`config.mk`:
```
export PLATFORM = sky130hd
export DESIGN_NAME = keypad_scanner
export DESIGN_NICKNAME = d
export VERILOG_FILES = /design/src/rtl/keypad_scanner.sv
export SDC_FILE = /design/constraint.sdc
export NUM_CORES = 1
export LEC_CHECK = 0
export ABC_AREA = 1
export BUFFER_PORTS_ARGS = -buffer_cell sky130_fd_sc_hd__clkbuf_2
export CAP_MARGIN = 10
export CORE_UTILIZATION = 54
export CTS_CLUSTER_SIZE = 10
export DETAILED_ROUTE_END_ITERATION = 12
export MAX_ROUTING_LAYER = met4
export PLACE_DENSITY = 0.8
export SETUP_SLACK_MARGIN = 0.15
export SLEW_MARGIN = 30
export SYNTH_ARGS = -nofsm -noshare
export SYNTH_HDL_FRONTEND = slang
export SYNTH_SLANG_ARGS = --single-unit
```
`constraint.sdc`:
```
create_clock -name clk_400Hz -period 4.8 [get_ports clk_400Hz]
set_input_delay 0.72 -clock clk_400Hz [delete_from_list [all_inputs] [get_ports clk_400Hz]]
set_output_delay 0.72 -clock clk_400Hz [all_outputs]
set_load 0.05 [all_outputs]
```
`src/rtl/keypad_scanner.sv`:
```
// keypad_scanner: drives a 4x4 active-low keypad matrix column by column and reports one debounced key per press.
// Latency: key_valid/key_held rise one clock after the last row sample of the DEBOUNCE_SCANS-th matching scan.
// Backpressure: none; key_valid is a single-cycle pulse that the consumer must sample on every clock.
// Optional feature: define KEYPAD_REPEAT_EN to emit auto-repeat key_valid pulses while a key stays held.
module keypad_scanner #(
    parameter int PHASE_CYCLES   = 3,
    parameter int DEBOUNCE_SCANS = 2,
    parameter int REPEAT_SCANS   = 8
) (
    input  logic       clk_400Hz,
    input  logic       rst_n,
    input  logic [3:0] row,
    output logic [3:0] col,
    output logic [3:0] key_code,
    output logic       key_valid,
    output logic       key_held
);

    // Phase counter width; PHASE_CYCLES must leave room for the 2-FF row synchronizer.
    localparam int PW = (PHASE_CYCLES > 1) ? $clog2(PHASE_CYCLES) : 1;
    localparam logic [PW-1:0] PH_LAST = PW'(PHASE_CYCLES - 1);

    // One width serves both the debounce and the repeat scan counters.
    localparam int SCAN_CNT_MAX = (REPEAT_SCANS > DEBOUNCE_SCANS) ? REPEAT_SCANS : DEBOUNCE_SCANS;
    localparam int CW = $clog2(SCAN_CNT_MAX + 1);
    localparam logic [CW-1:0] DEB_TGT = CW'(DEBOUNCE_SCANS);

    typedef enum logic {
        ST_RELEASED = 1'b0,
        ST_HELD     = 1'b1
    } state_t;

    typedef enum logic [1:0] {
        SCAN_NONE  = 2'd0,
        SCAN_ONE   = 2'd1,
        SCAN_MULTI = 2'd2
    } scan_t;

    // Keypad legend: row r, column c -> hex label printed on the key.
    function automatic logic [3:0] key_lut(input logic [1:0] r, input logic [1:0] c);
        logic [3:0] k;
        case ({r, c})
            4'h0:    k = 4'h1;
            4'h1:    k = 4'h2;
            4'h2:    k = 4'h3;
            4'h3:    k = 4'hA;
            4'h4:    k = 4'h4;
            4'h5:    k = 4'h5;
            4'h6:    k = 4'h6;
            4'h7:    k = 4'hB;
            4'h8:    k = 4'h7;
            4'h9:    k = 4'h8;
            4'hA:    k = 4'h9;
            4'hB:    k = 4'hC;
            4'hC:    k = 4'h0;
            4'hD:    k = 4'hF;
            4'hE:    k = 4'hE;
            4'hF:    k = 4'hD;
            default: k = 4'h0;
        endcase
        return k;
    endfunction

    // Row synchronizer
    logic [3:0]      row_meta_q;
    logic [3:0]      row_sync_q;

    // Column scan timing
    logic [PW-1:0]   ph_q, ph_d;
    logic [1:0]      c_q, c_d;
    logic [3:0]      col_q, col_d;
    logic            sample_en;
    logic            scan_done;

    // Per-column row samples of the scan in progress (index = column)
    logic [3:0][3:0] samp_q;
    logic [3:0][3:0] scan_rows;

    // Scan classification
    logic [1:0]      hit_n;
    logic [3:0]      hit_code;
    scan_t           scan_res;

    // Debounce state
    state_t          state_q;
    logic [3:0]      cand_q;
    logic [CW-1:0]   cnt_q;
    logic [CW-1:0]   cnt_inc;
    logic [CW-1:0]   press_cnt;
    logic            held_match;

    // Registered outputs
    logic [3:0]      key_code_q;
    logic            key_valid_q;
    logic            key_held_q;

`ifdef KEYPAD_REPEAT_EN
    localparam logic [CW-1:0] RPT_TGT = CW'(REPEAT_SCANS);
    logic [CW-1:0]   rpt_q;
    logic [CW-1:0]   rpt_inc;
`endif

    // Two-flop synchronizer; idle rows read high through the keypad pull-ups.
    always_ff @(posedge clk_400Hz or negedge rst_n) begin
        if (!rst_n) begin
            row_meta_q <= 4'hF;
            row_sync_q <= 4'hF;
        end else begin
            row_meta_q <= row;
            row_sync_q <= row_meta_q;
        end
    end

    // The last clock of a phase is the sample point; the last sample of column 3 closes a scan.
    assign sample_en = (ph_q == PH_LAST);
    assign scan_done = sample_en && (c_q == 2'd3);

    // Next phase/column; col is computed from the next column so the pin changes with c.
    always_comb begin
        ph_d = ph_q + PW'(1);
        c_d  = c_q;
        if (sample_en) begin
            ph_d = '0;
            c_d  = c_q + 2'd1;
        end
        col_d = ~(4'b0001 << c_d);
    end

    // Phase counter, column counter and registered active-low column drive.
    always_ff @(posedge clk_400Hz or negedge rst_n) begin
        if (!rst_n) begin
            ph_q  <= '0;
            c_q   <= 2'd0;
            col_q <= 4'b1110;
        end else begin
            ph_q  <= ph_d;
            c_q   <= c_d;
            col_q <= col_d;
        end
    end

    // Capture the synchronized rows for the driven column at its sample point.
    always_ff @(posedge clk_400Hz or negedge rst_n) begin
        if (!rst_n) begin
            samp_q <= '1;
        end else if (sample_en) begin
            samp_q[c_q] <= row_sync_q;
        end
    end

    // Full scan image: column 3 is taken live because its sample lands on the scan_done clock.
    always_comb begin
        scan_rows    = samp_q;
        scan_rows[3] = row_sync_q;
    end

    // Count pressed keys (saturating at 2) and remember the code of the last one found.
    always_comb begin
        hit_n    = 2'd0;
        hit_code = 4'h0;
        for (int ci = 0; ci < 4; ci++) begin
            for (int ri = 0; ri < 4; ri++) begin
                if (!scan_rows[ci][ri]) begin
                    if (hit_n != 2'd2) begin
                        hit_n = hit_n + 2'd1;
                    end
                    hit_code = key_lut(2'(ri), 2'(ci));
                end
            end
        end
        case (hit_n)
            2'd0:    scan_res = SCAN_NONE;
            2'd1:    scan_res = SCAN_ONE;
            default: scan_res = SCAN_MULTI;
        endcase
    end

    // Saturating counter increments and the press count for the current candidate.
    always_comb begin
        cnt_inc    = (&cnt_q) ? cnt_q : cnt_q + CW'(1);
        press_cnt  = (hit_code == cand_q) ? cnt_inc : CW'(1);
        held_match = (scan_res == SCAN_ONE) && (hit_code == key_code_q);
    end

`ifdef KEYPAD_REPEAT_EN
    // Saturating increment of the auto-repeat scan counter.
    always_comb begin
        rpt_inc = (&rpt_q) ? rpt_q : rpt_q + CW'(1);
    end
`endif

    // Debounce FSM, stepped once per completed scan; outputs are registered here.
    always_ff @(posedge clk_400Hz or negedge rst_n) begin
        if (!rst_n) begin
            state_q     <= ST_RELEASED;
            cand_q      <= 4'h0;
            cnt_q       <= '0;
            key_code_q  <= 4'h0;
            key_valid_q <= 1'b0;
            key_held_q  <= 1'b0;
`ifdef KEYPAD_REPEAT_EN
            rpt_q       <= '0;
`endif
        end else begin
            key_valid_q <= 1'b0;
            if (scan_done) begin
                case (state_q)
                    ST_RELEASED: begin
                        if (scan_res == SCAN_ONE) begin
                            cand_q <= hit_code;
                            if (press_cnt >= DEB_TGT) begin
                                state_q     <= ST_HELD;
                                key_code_q  <= hit_code;
                                key_valid_q <= 1'b1;
                                key_held_q  <= 1'b1;
                                cnt_q       <= '0;
`ifdef KEYPAD_REPEAT_EN
                                rpt_q       <= '0;
`endif
                            end else begin
                                cnt_q <= press_cnt;
                            end
                        end else begin
                            // Nothing pressed, or a ghosting-prone multi-key image: start over.
                            cnt_q <= '0;
                        end
                    end
                    ST_HELD: begin
                        if (held_match) begin
                            cnt_q <= '0;
`ifdef KEYPAD_REPEAT_EN
                            if (rpt_inc >= RPT_TGT) begin
                                key_valid_q <= 1'b1;
                                rpt_q       <= '0;
                            end else begin
                                rpt_q <= rpt_inc;
                            end
`endif
                        end else begin
                            // Any other image (none, other key, multi) counts toward release.
`ifdef KEYPAD_REPEAT_EN
                            rpt_q <= '0;
`endif
                            if (cnt_inc >= DEB_TGT) begin
                                state_q    <= ST_RELEASED;
                                key_held_q <= 1'b0;
                                cnt_q      <= '0;
                            end else begin
                                cnt_q <= cnt_inc;
                            end
                        end
                    end
                    default: begin
                        state_q <= ST_RELEASED;
                    end
                endcase
            end
        end
    end

    assign col       = col_q;
    assign key_code  = key_code_q;
    assign key_valid = key_valid_q;
    assign key_held  = key_held_q;

endmodule

```
==> out/metrics.yaml <==
status: "finished, violations left"
violations: "negative setup slack"
remaining_drc_errors: 0
cts_buffers: 5
required_ns: 4.98
overflow: 0
cts-htree-levels: 2
p_comb_share_pct: 51.4
drive_above_1_share_pct: 48.15
worst_path_max_delay_cell: "dfstp_2"
slew_viol_final: 0
antennaDiodeCount: 0
cts_root_buf: "clkbuf_8"
insertion_delay_ns: 0.29
ios: 16
drtAntennaViolNets: 0
cts_tree: "built"
hold_buffers: 0
power.share.clock_pct: 19.1
drt_iter0_drc: 266
syn2layout_area_growth_pct: 28.37
cts.sinks: 43
finalHoldViolations: 0
syn-num-nets: 522
crit_type: "register to register"
rows: 28
track_usage_pct: 25.21
dr_total_vias: 3478
crit_fanout: 7
cp-start-kind: "register"
switching_share_pct: 41.88
crit_top_cell: "nand2_2"
timing.fmax_ghz: 0.1933
dr.pass1.iters: 5
reg2reg_slack_ns: -0.37
dieArea_um2: 6752
cts_buffer_depth: 2
avgViaCountPerCell: 5.637
nets: 559
dp_hpwl_um: 5506
gp_congestion: 0.8793
peakVddDrop_mv: 0.2382
arrival_ns: 5.36
final_cell_mix: "106 x nand2_1, 69 x nand2_2, 36 x inv_1"
ys_warn_count: 0
initial_core_util_pct: 57.27
coreArea_um2: 6061
final_common_cell: "nand2_1"
dp_slack_ns: -0.2819
syn_inst: 504
postSynthAreaPerCell_um2: 6.887
grt_pass1_vias: 3056
cellPowerDensity_nw_per_um2: 324.4
worst_slack_ns: -0.3729
slowest_delay_ns: 0.54
maxCapViolations: 0
grt_antenna_before_repair: 0
internal-power_mw: 0.8400
hp-class: "register to register"
synth-seq-cells: 43
fin_crit_sh_pct: 107.8
die_h_um: 82.17
die_w_um: 82.17
final_util_pct: 73.51
yosysSeqAreaShare_pct: 31.83
leakagePower_nw: 2.271
seqPwrFrac_pct: 29.6
portBuffers: 15
p_sw_mw: 0.6053
finalClockSkew_ns: 0.004442
dpl.cell_count: 590
synth.distinct_cells: 36
end_kind: "register"
clkTransAtPathRegs_ns: 0.08
fin_crit_ns: 5.173
slew_headroom_pct: 47.47
syn_area_um2: 3471
wl_um: 8891
setup_viol: 12
stdcell_count: 617
grt_pass1_wl_um: 13020
grt_max_degree: 44
rsz0062_at_grt: "true"
tightest_slew_ns: 0.7797
routedWlPerCell_um: 14.41
==> worst paths after layout <==
check	startpoint	to	cells after the start
worst min register to register	row_meta_q[1]	row_sync_q[1]	0
min in group asynchronous	rst_n	cand_q[2]	1
worst max register to register	samp_q[0]	key_code[3]	44
worst min-delay path	row_meta_q[1]	row_sync_q[1]	0
worst max-delay path	samp_q[0]	key_code[3]	44
max in group asynchronous	rst_n	samp_q[10]	1
==> metal layers <==
layer | GRT usage [%] | vias to the layer above | part of all wire (%) | routed length, um
met5 | - | - | 0 | 0
met1 | 31.34 | 1648 | 42 | 3706
met4 | 5.263 | 0 | 2.6 | 227
met2 | 43.88 | 131 | 51 | 4537
li1 | - | 1673 | - | -
met3 | 3.187 | 26 | 4.7 | 419
==> power by group through the flow <==
| stage | registers, mW | clock network (mW) | logic [mW] |
|---|---|---|---|
| 2_1_floorplan | 0.416 | 0 | 0.385 |
| 3_3_place_gp | 0.428 | 0 | 0.437 |
| 3_5_place_dp | 0.429 | 0 | 0.453 |
| 4_1_cts | 0.423 | 0.280 | 0.509 |
| 5_1_grt | 0.431 | 0.295 | 0.805 |
| 6_report | 0.427 | 0.275 | 0.743 |
==> sequential cells by signal, summed over array words and instances (netlist names), 2 cells and up <==
signal,count
cand_q,4
key_code,4
ph_q,2
c_q,2
col,4
samp_q,12
row_sync_q,4
row_meta_q,4
cnt_q,4
==> cell type report <==
type                            count  area (um2)
Multi-Input combinational cell    396        2655
Tap cell                           75       93.84
Sequential cell                    43        1105
Fill cell                         415        1605
Inverter                           55       216.5
Timing Repair Buffer               40       272.8
Clock inverter                      3       43.79
Clock buffer                        5       68.82
==> cell usage after synthesis, drive strengths merged <==
master | count | area share, %
and2 | 1 | 0.25
nand4 | 10 | 1.8
inv | 54 | 6.1
nor2 | 40 | 4.8
a21oi | 11 | 1.6
ha | 12 | 4.3
o21ai | 30 | 5.2
buf | 7 | 1.6
nand3 | 60 | 11
nor3 | 5 | 0.72
dfrtp | 20 | 14
nand3b | 1 | 0.22
nand2 | 209 | 27
xnor2 | 1 | 0.25
clkinv | 1 | 0.11
dfstp | 23 | 17
or2 | 1 | 0.18
xor2 | 10 | 2.5
o311ai | 1 | 0.25
clkbuf | 4 | 0.47
nor4 | 3 | 0.54
==> cells by family (layout without fill, tap and decap cells) <==
| group | Yosys count | in the layout | synth area share (%) |
|---|---|---|---|
| XOR/XNOR | 11 | 11 | 2.776 |
| AO/OA/AOI/OAI | 42 | 42 | 7.030 |
| buffers and inverters | 66 | 103 | 8.183 |
| flip-flops | 43 | 43 | 31.83 |
| AND/OR/NAND/NOR | 330 | 331 | 45.85 |
| adder cells (fa/ha/maj) | 12 | 12 | 4.326 |
==> what timing repair did <==
item / 4_1_cts / 5_1_grt
cloned: 1 / 0
pin swaps: 32 / 70
resized for setup: 30 / 128
buffers inserted: 6 / 12
setup endpoints to repair: 12 / 12
==> metrics by stage <==
| stage | power (mW) | hold slack (ns) | setup TNS [ns] | area, um2 |
|---|---|---|---|---|
| floorplan | 0.8016 | 0.3452 | 0 | 3471 |
| CTS | 1.212 | 0.3587 | -0.3711 | 3905 |
| detailed placement | 0.8819 | 0.3468 | -2.791 | 3625 |
| finish | 1.445 | 0.3572 | -3.657 | 4456 |
| global route | 1.531 | 0.3594 | -7.240 | 4456 |
| global placement | 0.8642 | 0.3460 | -0.9973 | 3622 |
==> worst max-delay path, delay by kind of cell, from the launching register on <==
| family | cells | cell delay (ns) |
|---|---|---|
| DFF | 1 | 0.54 |
| adders and majority gates | 2 | 0.41 |
| buffers and inverters | 7 | 0.60 |
| and+or+nand+nor | 34 | 3.27 |
| AOI/OAI and AO/OA | 1 | 0.21 |
Power figures use the tool's default switching activity.
